`src/rtl/uart_rx_nibble.sv`:
```
// uart_rx_nibble: 8N1 UART receiver that holds the last good byte and splits it into two hex nibbles.
// Framing errors and false starts never disturb the held byte.
module uart_rx_nibble #(
    parameter int CLK_HZ = 50_000_000,
    parameter int BAUD   = 115200
) (
    input  logic       i_clk,
    input  logic       i_rst,
    input  logic       i_rx,
    output logic [3:0] o_hi,
    output logic [3:0] o_lo,
    output logic [7:0] o_data,
    output logic       o_valid,
    output logic       o_ferr,
    output logic       o_busy
);
    localparam int CPB = CLK_HZ / BAUD;
    localparam int CW = $clog2(CPB);
    localparam logic [CW-1:0] HALF = CW'(CPB / 2 - 1);
    localparam logic [CW-1:0] LAST = CW'(CPB - 1);
    typedef enum logic [2:0] {IDLE, START, DATA, STOP, WAIT_HI} state_t;
    state_t state, state_n;
    logic [1:0] sync;
    logic rxs;
    logic [CW-1:0] cnt, cnt_n;
    logic [2:0] idx, idx_n;
    logic [7:0] sh, sh_n, data_n;
    logic valid_n, ferr_n;
    assign rxs = sync[1];
    assign o_hi = o_data[7:4];
    assign o_lo = o_data[3:0];
    assign o_busy = state != IDLE;
    always_ff @(posedge i_clk or posedge i_rst) begin
        if (i_rst) begin
            sync <= 2'b11;
            state <= IDLE;
            cnt <= '0;
            idx <= '0;
            sh <= '0;
            o_data <= '0;
            o_valid <= 1'b0;
            o_ferr <= 1'b0;
        end else begin
            sync <= {sync[0], i_rx};
            state <= state_n;
            cnt <= cnt_n;
            idx <= idx_n;
            sh <= sh_n;
            o_data <= data_n;
            o_valid <= valid_n;
            o_ferr <= ferr_n;
        end
    end
    always_comb begin
        state_n = state;
        cnt_n = cnt + 1'b1;
        idx_n = idx;
        sh_n = sh;
        data_n = o_data;
        valid_n = 1'b0;
        ferr_n = 1'b0;
        case (state)
            IDLE: begin
                cnt_n = '0;
                if (!rxs) state_n = START;
            end
            START: if (cnt == HALF) begin
                cnt_n = '0;
                idx_n = '0;
                state_n = rxs ? IDLE : DATA;
            end
            DATA: if (cnt == LAST) begin
                cnt_n = '0;
                sh_n[idx] = rxs;
                idx_n = idx + 3'd1;
                if (idx == 3'd7) state_n = STOP;
            end
            STOP: if (cnt == LAST) begin
                cnt_n = '0;
                state_n = rxs ? IDLE : WAIT_HI;
                valid_n = rxs;
                ferr_n = !rxs;
                data_n = rxs ? sh : o_data;
            end
            WAIT_HI: begin
                cnt_n = '0;
                if (rxs) state_n = IDLE;
            end
            default: state_n = IDLE;
        endcase
    end
endmodule

```
`config.mk`:
```
export PLATFORM = sky130hd
export DESIGN_NAME = uart_rx_nibble
export DESIGN_NICKNAME = d
export VERILOG_FILES = /design/src/rtl/uart_rx_nibble.sv
export SDC_FILE = /design/constraint.sdc
export NUM_CORES = 1
export LEC_CHECK = 0
export BUFFER_PORTS_ARGS = -buffer_cell sky130_fd_sc_hd__buf_2
export CAP_MARGIN = 40
export CORE_MARGIN = 1
export CORE_UTILIZATION = 50
export CTS_BUF_LIST = sky130_fd_sc_hd__clkbuf_2
export DETAILED_ROUTE_END_ITERATION = 10
export PLACE_DENSITY = 0.77
export SETUP_SLACK_MARGIN = 0.3
export SLEW_MARGIN = 5
export SYNTH_ARGS = -nofsm -noshare
export SYNTH_HDL_FRONTEND = slang
export SYNTH_SLANG_ARGS = --single-unit
```
`constraint.sdc`:
```
create_clock -name i_clk -period 1.85 [get_ports i_clk]
set_clock_uncertainty 0.2 [all_clocks]
set_input_delay 0.37 -clock i_clk [delete_from_list [all_inputs] [get_ports i_clk]]
set_output_delay 0.37 -clock i_clk [all_outputs]
set_load 0.01 [all_outputs]
```
==> results of run 1 <==
==> stage by stage <==
step           area (sq um)  setup TNS [ps]   util  power [W]  worst slack, ps
2_1_floorplan          1730            -374      -   0.000800            -96.5
3_3_place_gp           1970            -582  0.630   0.000810            -53.9
3_5_place_dp           1970           -1910  0.630   0.000810             -123
4_1_cts                2200            -497  0.703    0.00116             -150
5_1_grt                2270           -3960  0.725    0.00120             -193
6_report               2270           -1390  0.725    0.00114             -139
==> synthesized netlist by cell type (all sizes together) <==
| library cell | number |
|---|---|
| nor2b | 2 |
| nand2 | 5 |
| o2bb2ai | 1 |
| nor3 | 3 |
| nor4b | 1 |
| nand4bb | 1 |
| a21oi | 2 |
| or2 | 1 |
| nor2 | 15 |
| xnor2 | 4 |
| nand3b | 1 |
| a22o | 2 |
| dfrtp | 33 |
| nand3 | 7 |
| or3 | 2 |
| and2b | 1 |
| mux2 | 17 |
| xor2 | 2 |
| dfstp | 2 |
| ha | 5 |
| clkbuf | 1 |
| and4bb | 1 |
| or4b | 1 |
| inv | 4 |
| o31ai | 1 |
| nand4b | 4 |
| o21ai | 4 |
| buf | 13 |
| o311a | 1 |
| nand4 | 2 |
| a31oi | 3 |
==> cell families after synthesis <==
family	count (synthesis)
fa+ha+maj	5
simple gates	47
compound gates	14
flops	35
mux	17
buf+inv	18
xor+xnor	6
==> state kept, by name (all words and copies together) (netlist names) <==
register  cells
o_valid       1
o_ferr        1
o_data        8
idx           3
cnt           9
sync          2
state         3
sh            8
==> cells in the final DEF, fill, tap and decap left out, types with 2 or more instances in the layout <==
master,Yosys,routed
a31oi_1,3,2
ha_4,0,2
inv_2,0,3
nand4b_1,3,3
nand4_4,0,2
mux2_2,16,14
dfstp_2,2,2
nand3_1,7,6
ha_1,5,3
nand2_1,5,4
a22o_1,2,2
o21ai_1,0,2
buf_6,1,13
xor2_1,2,2
dfrtp_1,33,32
buf_4,9,23
o21ai_0,4,2
dlygate4sd3_1,0,2
clkbuf_2,0,6
nor2_1,15,13
buf_2,3,18
nor2b_1,2,2
mux2_4,0,2
xnor2_1,4,4
nor3_1,2,2
==> worst paths after layout <==
kind / cells past startpoint / endpoint / slack (ps)
worst max-delay path: 3 / o_busy / -140
worst min-delay path: 0 / sync[1]$_DFF_PP1_ / 170
worst max register to register: 5 / cnt[8]$_DFF_PP0_ / -90
worst min register to register: 0 / sync[1]$_DFF_PP1_ / 170
max in group asynchronous: 4 / sync[0]$_DFF_PP1_ / 720
min in group asynchronous: 4 / state[1]$_DFFE_PP0P_ / 390
==> layout make-up <==
class                           instances  area (sq um)  area share
Sequential cell                        35           880       0.388
Clock inverter                          2          12.5     0.00552
Multi-Input combinational cell         90           827       0.365
Tap cell                               44          55.1      0.0243
Clock buffer                            6          30.0      0.0132
Timing Repair Buffer                   57           449       0.198
Inverter                                4          15.0     0.00662
==> where the power goes <==
part,total (W),switching [W],leakage (nW),internal (W)
logic,0.0000273,0.0000192,0.598,0.00000811
registers,0.000772,0.00000283,0.467,0.000770
clock network,0.000339,0.000243,0.0290,0.0000963
total,0.00114,0.000265,1.09,0.000874
==> metal layers <==
layer / vias to the layer above / global-route usage / wire (microns)
met5: - / 0 / 0
met4: 0 / 0.116 / 100
met3: 13 / 0.0693 / 147
met2: 29 / 0.353 / 1750
met1: 607 / 0.256 / 1400
li1: 599 / - / -
==> critical path: stages, from the launching register on <==
cell and delay, ps:
dfrtp_1 430, buf_6 120, or3_4 370, buf_6 130
==> repair_timing <==
| action | 4_1_cts | 5_1_grt |
|---|---|---|
| hold endpoints to repair | 34 | 0 |
| gates cloned | 1 | 1 |
| endpoints found under the setup margin | 36 | 50 |
| hold buffers | 2 | 0 |
| pin swaps | 5 | 2 |
| resized for setup | 22 | 10 |
| setup buffers | 6 | 3 |
==> out/results.ini, run 1 <==
[timing]
worst_pin_slew_ps = 424
slew_violations = 0
whs_ps = 174
max_clock_freq_mhz = 503
finalWorstSetupSlack_ps = -139
setup_violations = 22
rsz0062_at_grt = yes
hold_violations = 0
slew_headroom = 0.718
fin_crit_ps = 1990
period_share = 1.08

[status]
failed_checks = setup timing
status = finished with violations

[yosys]
syn_avg_cell_area_sq_um = 11.9
syn-num-nets = 150
ys_seq_elements = 35
seq_area_frac_synth = 0.518
synth_top_area_share = 0.487
synthMuxAreaShare = 0.113
synth_top_family_by_area = simple AND/OR/NAND/NOR gates
synth-simple-area-share = 0.179
yosysTopAreaCell = dfrtp_1
yosys-top-cells-area = dfrtp_1, mux2_2, buf_4
synth_cells = 142
yosys.area_share.adder = 0.0369
yosys_warnings = 0
yosysUniqueCellTypes = 37
synth_compound_area_frac = 0.0547
syn_area_sq_um = 1690
synth_xor_area_frac = 0.0310

[clock_tree]
cts_buffers = 5
path_clk_slew_ps = 160
cts_max_level = 2
cts_sinks = 35
tritoncts = done
clk_path_buf_depth = 2
clockRootBuffer = clkbuf_2
clk_latency_ps = 370

[die]
die_w_microns = 60.2
coreArea_sq_um = 3130
ios = 22
rows = 20
initial_core_util = 0.542
die_h_microns = 60.2
die-area_sq_um = 3630

[placement]
routabilityCongestion = 0.864
port_buffers = 21
dp_hpwl_mm = 2.21
placedCellCount = 217

[grt]
grt_pass1_wl_mm = 5.60
track_usage = 0.218
grt_overflow = 0
grt_start_max_net_pins = 36
antenna_found_initial = 0
grt_pass1_vias = 1230

[route]
drt-wirelength-per-cell_microns = 14.3
drt_iter0_drc = 23
wirelength_mm = 3.40
detail-route-antenna-nets = 0
viasPerCell = 5.24
drc = 0
first_pass_iters = 4
vias = 1248

[pwr]
pwr_density_cell_nw_per_um2 = 502
leakage_nw = 1.09
vdd_drop_max_mv = 0.394

[setup_path]
crit_required_ps = 1280
rr_startpoint = cnt[5]$_DFF_PP0_
worstPathArrival_ps = 1420
critPathMaxFanout = 2
path_class = flip-flop to primary output
start_kind = flip-flop
cp-end-kind = primary output
crit_path_start = state[2]$_DFFE_PP0P_

[final_layout]
final_cells = 238
drive_above_1_share = 0.536
fillCellCount = 222
num-nets-final = 201
syn_to_final_growth_pct = 33.9
diodes = 0

[hold_path]
hold_class = flip-flop to flip-flop
hp-start = sync[0]$_DFF_PP1_

[flow_run]
cap_violations = 0

Power figures use the tool's default switching activity.
==> run 2, diff against run 1 <==
Settings changed: CORE_ASPECT_RATIO set to 2.
==> run 2 against run 1 <==
  * Via count is 0.80% higher
  * Total power grew 11%
  * Critical endpoint is now sh[0]$_DFFE_PP0P_
  * Critical path depth rose by 4
  * The flow still finishes with violations (setup timing)
  * Setup slack got worse by 100 ps
  * Flip-flop and latch count stayed put
  * Core utilization decreased by 2.0 points
  * First-iteration DRC count fell by 17%
  * Die area grew 0.39%
==> out/results.ini, run 2 (synthesized netlist as in run 1, its figures left out) <==
[hold_path]
hold_class = flip-flop to flip-flop  ; unchanged

[grt]
grt_use_met1 = 0.211  ; was 0.256
gr-usage-met2 = 0.372  ; was 0.353
grt_overflow = 0  ; unchanged
grt_pass1_vias = 1197  ; was 1230
grt_start_max_net_pins = 36  ; unchanged
gr-usage-met3 = 0.0387  ; was 0.0693
grt_pass1_wl_mm = 5.47  ; was 5.60 mm
gr-max-usage-layer = met2  ; unchanged
antenna_found_initial = 0  ; unchanged
track_usage = 0.203  ; was 0.218

[route]
drt-wirelength-per-cell_microns = 15.8  ; was 14.3 microns
drt_iter0_drc = 19  ; was 23
vias = 1258  ; was 1248
viasPerCell = 5.47  ; was 5.24
detail-route-antenna-nets = 0  ; unchanged
drc = 0  ; unchanged
wirelength_mm = 3.64  ; was 3.40 mm
first_pass_iters = 4  ; unchanged

[pwr]
power_w = 0.00127  ; was 0.00114 W
leakage_nw = 1.14  ; was 1.09 nW
p_int_w = 0.00100  ; was 0.000874 W
clkPwrFrac = 0.370  ; was 0.298
switchingPower_w = 0.000269  ; was 0.000265 W
power_frac_comb = 0.022  ; was 0.024
seqPwrFrac = 0.608  ; was 0.678
pwr_density_cell_nw_per_um2 = 564  ; was 502 nW/um^2
swShare = 0.212  ; was 0.233
vdd_drop_max_mv = 0.694  ; was 0.394 mV

[clock_tree]
clk_latency_ps = 380  ; was 370 ps
cts_buffers = 5  ; unchanged
tritoncts = done  ; unchanged
cts_max_level = 2  ; unchanged
path_clk_slew_ps = 170  ; was 160 ps
clockRootBuffer = clkbuf_2  ; unchanged
cts_sinks = 35  ; unchanged
clk_path_buf_depth = 2  ; unchanged

[final_layout]
largest_register = cnt  ; unchanged
num-nets-final = 206  ; was 201
syn_to_final_growth_pct = 32.9  ; was 33.9%
largestRegisters = cnt (9), o_data (8), sh (8)  ; unchanged
final_cell_mix = dfrtp_1, buf_4, buf_2  ; unchanged
largest_reg_flops = 9  ; unchanged
diodes = 0  ; unchanged
layout_commonest_cell = dfrtp_1  ; unchanged
fillCellCount = 248  ; was 222
drive_above_1_share = 0.523  ; was 0.536
final_util = 0.705  ; was 0.725

[status]
failed_checks = setup timing  ; unchanged
status = finished with violations  ; unchanged

[timing]
setup_violations = 30  ; was 22
slew_violations = 0  ; unchanged
fin_tns_setup_ps = -4490  ; was -1390 ps
slew_headroom = 0.704  ; was 0.718
worst_pin_slew_ps = 444  ; was 424 ps
rsz0062_at_grt = yes  ; unchanged
period_share = 1.13  ; was 1.08
finalWorstSetupSlack_ps = -240  ; was -139 ps
hold_violations = 0  ; unchanged
max_clock_freq_mhz = 478  ; was 503 MHz
fin_crit_ps = 2090  ; was 1990 ps

[placement]
routabilityCongestion = 0.775  ; was 0.864
dp_hpwl_mm = 2.46  ; was 2.21 mm
port_buffers = 21  ; unchanged

[setup_path]
start_kind = flip-flop  ; unchanged
worstPathArrival_ps = 2190  ; was 1420 ps
cp-end-kind = flip-flop  ; was primary output
critPathMaxFanout = 6  ; was 2
crit_required_ps = 1950  ; was 1280 ps
path_class = flip-flop to flip-flop  ; was flip-flop to primary output

[flow_run]
cap_violations = 0  ; unchanged

[die]
coreArea_sq_um = 3190  ; was 3130 sq um
die_h_microns = 84.3  ; was 60.2 microns
die_w_microns = 43.2  ; was 60.2 microns
die-area_sq_um = 3640  ; was 3630 sq um
ios = 22  ; unchanged
initial_core_util = 0.531  ; was 0.542
rows = 29  ; was 20

run 2: final timing paths:
check	start	endpoint	slack (ps)	cells past startpoint
setup / recovery	cnt[1]$_DFF_PP0_	sh[0]$_DFFE_PP0P_	-240	7
hold / removal	sync[0]$_DFF_PP1_	sync[1]$_DFF_PP1_	170	0
setup reg to reg	cnt[1]$_DFF_PP0_	sh[0]$_DFFE_PP0P_	-240	7
hold reg to reg	sync[0]$_DFF_PP1_	sync[1]$_DFF_PP1_	170	0
max in group asynchronous	i_rst	sync[0]$_DFF_PP1_	700	4
min in group asynchronous	i_rst	sh[5]$_DFFE_PP0P_	400	4
run 2: repair_timing:
action,CTS,global route
resized for setup,6,17
cloned,0,1
setup buffers,4,11
endpoints found under the setup margin,35,50
pin swaps,1,3
hold endpoints to repair,34,0
hold buffers,2,0
run 2: through the flow:
stage | cells | area [sq um] | hold WS [ps] | setup WS [ps]
floorplan | 142 | 1730 | 145 | -96.5
global placement | 204 | 1950 | 146 | -83.3
detailed placement | 204 | 1950 | 147 | -177
CTS | 218 | 2090 | 168 | -177
global route | 230 | 2250 | 181 | -279
finish | 230 | 2250 | 166 | -240
run 2: worst max-delay path, stage by stage (launching register included):
cell	delay, ps
dfrtp_1	420
inv_2	80
ha_4	130
nand4bb_4	140
nor4b_4	400
buf_4	210
nand3b_1	130
mux2_2	300
run 2: metal layers:
layer,part of all wire,vias to the layer above
li1,-,607
met1,0.35,616
met2,0.59,24
met3,0.024,11
met4,0.031,0
met5,0,-
run 2: cell type report:
class,count,area (sq um),area share
clock buffer,5,25.0,0.0111
multi-input combinational,89,800,0.355
tap,31,38.8,0.0172
sequential,35,878,0.390
timing repair buffer,63,455,0.202
inverter,4,15.0,0.00667
clock inverter,3,38.8,0.0172
run 2: power by group through the flow:
stage               clock network, W   logic, W  registers [W]
detailed placement                 0  0.0000252       0.000785
floorplan                          0  0.0000150       0.000785
global route                0.000510  0.0000332       0.000773
finish                      0.000469  0.0000284       0.000772
CTS                         0.000485  0.0000287       0.000771
global placement                   0  0.0000245       0.000785
==> run 3, diff against run 2 <==
==> constraint.sdc (replaced) <==
create_clock -name i_clk -period 1.85 [get_ports i_clk]
set_clock_uncertainty 0.2 [all_clocks]
set_input_delay 0.0925 -clock i_clk [delete_from_list [all_inputs] [get_ports i_clk]]
set_output_delay 0.0925 -clock i_clk [all_outputs]
set_load 0.01 [all_outputs]
==> run 3 against run 2 <==
  * The flow still finishes with violations (setup timing)
  * Clock-buffer cell count unchanged
  * Combinational power about the same
  * Via count grew 0.72%
  * Routed wire length grew 5.0%
  * Largest power group unchanged
  * Highest routed layer unchanged
==> out/results.ini, run 3 (synthesized netlist as in run 1, its figures left out) <==
[status]
status = finished with violations  ; unchanged
failed_checks = setup timing  ; unchanged

[timing]
max_clock_freq_mhz = 480  ; was 478 MHz
hold_violations = 0  ; unchanged
worst_pin_slew_ps = 438  ; was 444 ps
setup_violations = 31  ; was 30
rsz0062_at_grt = yes  ; unchanged
whs_ps = 114  ; was 166 ps
period_share = 1.13  ; about the same
slew_violations = 0  ; unchanged
fin_crit_ps = 2080  ; was 2090 ps
fin_tns_setup_ps = -4100  ; was -4490 ps
finalWorstSetupSlack_ps = -233  ; was -240 ps
slew_headroom = 0.708  ; was 0.704

[pwr]
p_int_w = 0.00100  ; about the same
switchingPower_w = 0.000280  ; was 0.000269 W
leakage_nw = 1.11  ; was 1.14 nW
swShare = 0.219  ; was 0.212
clkPwrFrac = 0.375  ; was 0.370
pwr_density_cell_nw_per_um2 = 565  ; was 564 nW/um^2
seqPwrFrac = 0.603  ; was 0.608
power_frac_comb = 0.022  ; about the same
vdd_drop_max_mv = 0.702  ; was 0.694 mV

[setup_path]
worstPathArrival_ps = 2190  ; about the same
cp-end-kind = flip-flop  ; unchanged
crit_chain = inv_2, ha_4, nand4bb_4, nor4b_4, buf_4, nand3b_1, mux2_2  ; unchanged
cpMaxStageDelayCell = dfrtp_1  ; unchanged
path_class = flip-flop to flip-flop  ; unchanged
cp_num_buf_inv = 2  ; unchanged
crit_required_ps = 1960  ; was 1950 ps
cp_top_family = simple AND/OR/NAND/NOR gates  ; unchanged
worst-r2r-setup-slack_ps = -230  ; was -240 ps
crit_path_max_incr_delay_ps = 420  ; about the same
start_kind = flip-flop  ; unchanged
critPathMaxFanout = 6  ; unchanged

[route]
drt-wirelength-per-cell_microns = 16.9  ; was 15.8 microns
drt_iter0_drc = 49  ; was 19
detail-route-antenna-nets = 0  ; unchanged
vias = 1267  ; was 1258
wirelength_mm = 3.82  ; was 3.64 mm
drc = 0  ; unchanged
first_pass_iters = 4  ; unchanged
viasPerCell = 5.61  ; was 5.47

[die]
die_w_microns = 43.2  ; unchanged
rows = 29  ; unchanged
die-area_sq_um = 3640  ; unchanged
coreArea_sq_um = 3190  ; unchanged
initial_core_util = 0.531  ; unchanged
die_h_microns = 84.3  ; unchanged
ios = 22  ; unchanged

[final_layout]
final_util = 0.710  ; was 0.705
largest_reg_flops = 9  ; unchanged
largestRegisters = cnt (9), o_data (8), sh (8)  ; unchanged
largest_register = cnt  ; unchanged
diodes = 0  ; unchanged
layout_commonest_cell = dfrtp_1  ; unchanged
syn_to_final_growth_pct = 33.8  ; was 32.9%
final_cell_mix = dfrtp_1, buf_4, buf_2  ; unchanged
num-nets-final = 202  ; was 206
fillCellCount = 238  ; was 248
final_area_sq_um = 2270  ; was 2250 sq um
drive_above_1_share = 0.533  ; was 0.523

[clock_tree]
path_clk_slew_ps = 180  ; was 170 ps
cts_buffers = 5  ; unchanged
clk_path_buf_depth = 2  ; unchanged
cts_max_level = 2  ; unchanged
clockRootBuffer = clkbuf_2  ; unchanged
clk_latency_ps = 400  ; was 380 ps
tritoncts = done  ; unchanged
cts_sinks = 35  ; unchanged

[hold_path]
hold_class = primary input to asynchronous set/reset pin  ; was flip-flop to flip-flop

[placement]
routabilityCongestion = 0.775  ; unchanged
dp_hpwl_mm = 2.46  ; unchanged
placed_area_sq_um = 1950  ; unchanged
pre_cts_ws_ps = -177  ; unchanged
port_buffers = 21  ; unchanged

[grt]
antenna_found_initial = 0  ; unchanged
grt_pass1_wl_mm = 5.66  ; was 5.47 mm
track_usage = 0.210  ; was 0.203
grt_overflow = 0  ; unchanged
grt_pass1_vias = 1217  ; was 1197
grt_start_max_net_pins = 36  ; unchanged

[flow_run]
cap_violations = 0  ; unchanged

[run 3: cell types whose count changed in the layout (fill, tap and decap cells not counted), sizes merged]
cell / delta
buf: -5
nand4: +1
[run 3: worst paths after layout]
check,from,endpoint,depth (start not counted)
min in group i_clk,i_rx,sync[0]$_DFF_PP1_,2
max in group asynchronous,i_rst,sync[0]$_DFF_PP1_,4
hold / removal,i_rst,state[2]$_DFFE_PP0P_,4
setup / recovery,cnt[1]$_DFF_PP0_,sh[0]$_DFFE_PP0P_,7
setup reg to reg,cnt[1]$_DFF_PP0_,sh[0]$_DFFE_PP0P_,7
hold reg to reg,sync[0]$_DFF_PP1_,sync[1]$_DFF_PP1_,0
[run 3: power by group through the flow]
stage | clock, W | sequential [W] | combinational [W]
floorplan | 0 | 0.000785 | 0.0000150
global placement | 0 | 0.000785 | 0.0000245
detailed placement | 0 | 0.000785 | 0.0000252
CTS | 0.000485 | 0.000772 | 0.0000289
global route | 0.000514 | 0.000774 | 0.0000327
finish | 0.000479 | 0.000772 | 0.0000282
[run 3: area by class of cell]
cell class / count / area, sq um / share of cell area
Clock buffer: 5 / 25.0 / 0.0110
Clock inverter: 3 / 38.8 / 0.0171
Inverter: 4 / 15.0 / 0.00663
Multi-Input combinational cell: 90 / 845 / 0.373
Sequential cell: 35 / 878 / 0.388
Tap cell: 31 / 38.8 / 0.0171
Timing Repair Buffer: 58 / 425 / 0.188
[run 3: what timing repair did]
item / 4_1_cts / 5_1_grt
hold endpoints to repair: 36 / 0
setup endpoints to repair: 34 / 34
hold buffers: 2 / 0
pin swaps: 3 / 6
resized for setup: 7 / 24
buffers inserted: 2 / 8
gates cloned: 1 / 1
[run 3: per-layer routing]
| metal | global-route usage | vias to the layer above | share of wire |
|---|---|---|---|
| met2 | 0.380 | 26 | 0.60 |
| met3 | 0.0409 | 9 | 0.023 |
| met5 | 0 | - | 0 |
| li1 | - | 598 | - |
| met4 | 0.102 | 0 | 0.026 |
| met1 | 0.220 | 634 | 0.35 |
[run 3: metrics by stage]
step | instances | power [W]
global placement | 204 | 0.000809
CTS | 217 | 0.00129
detailed placement | 204 | 0.000810
global route | 226 | 0.00132
finish | 226 | 0.00128
floorplan | 142 | 0.000800
[run 3: worst min-delay path, stage by stage]
cell	delay (ps)
dlygate4sd3_1	540
buf_2	120
inv_1	40
buf_4	380
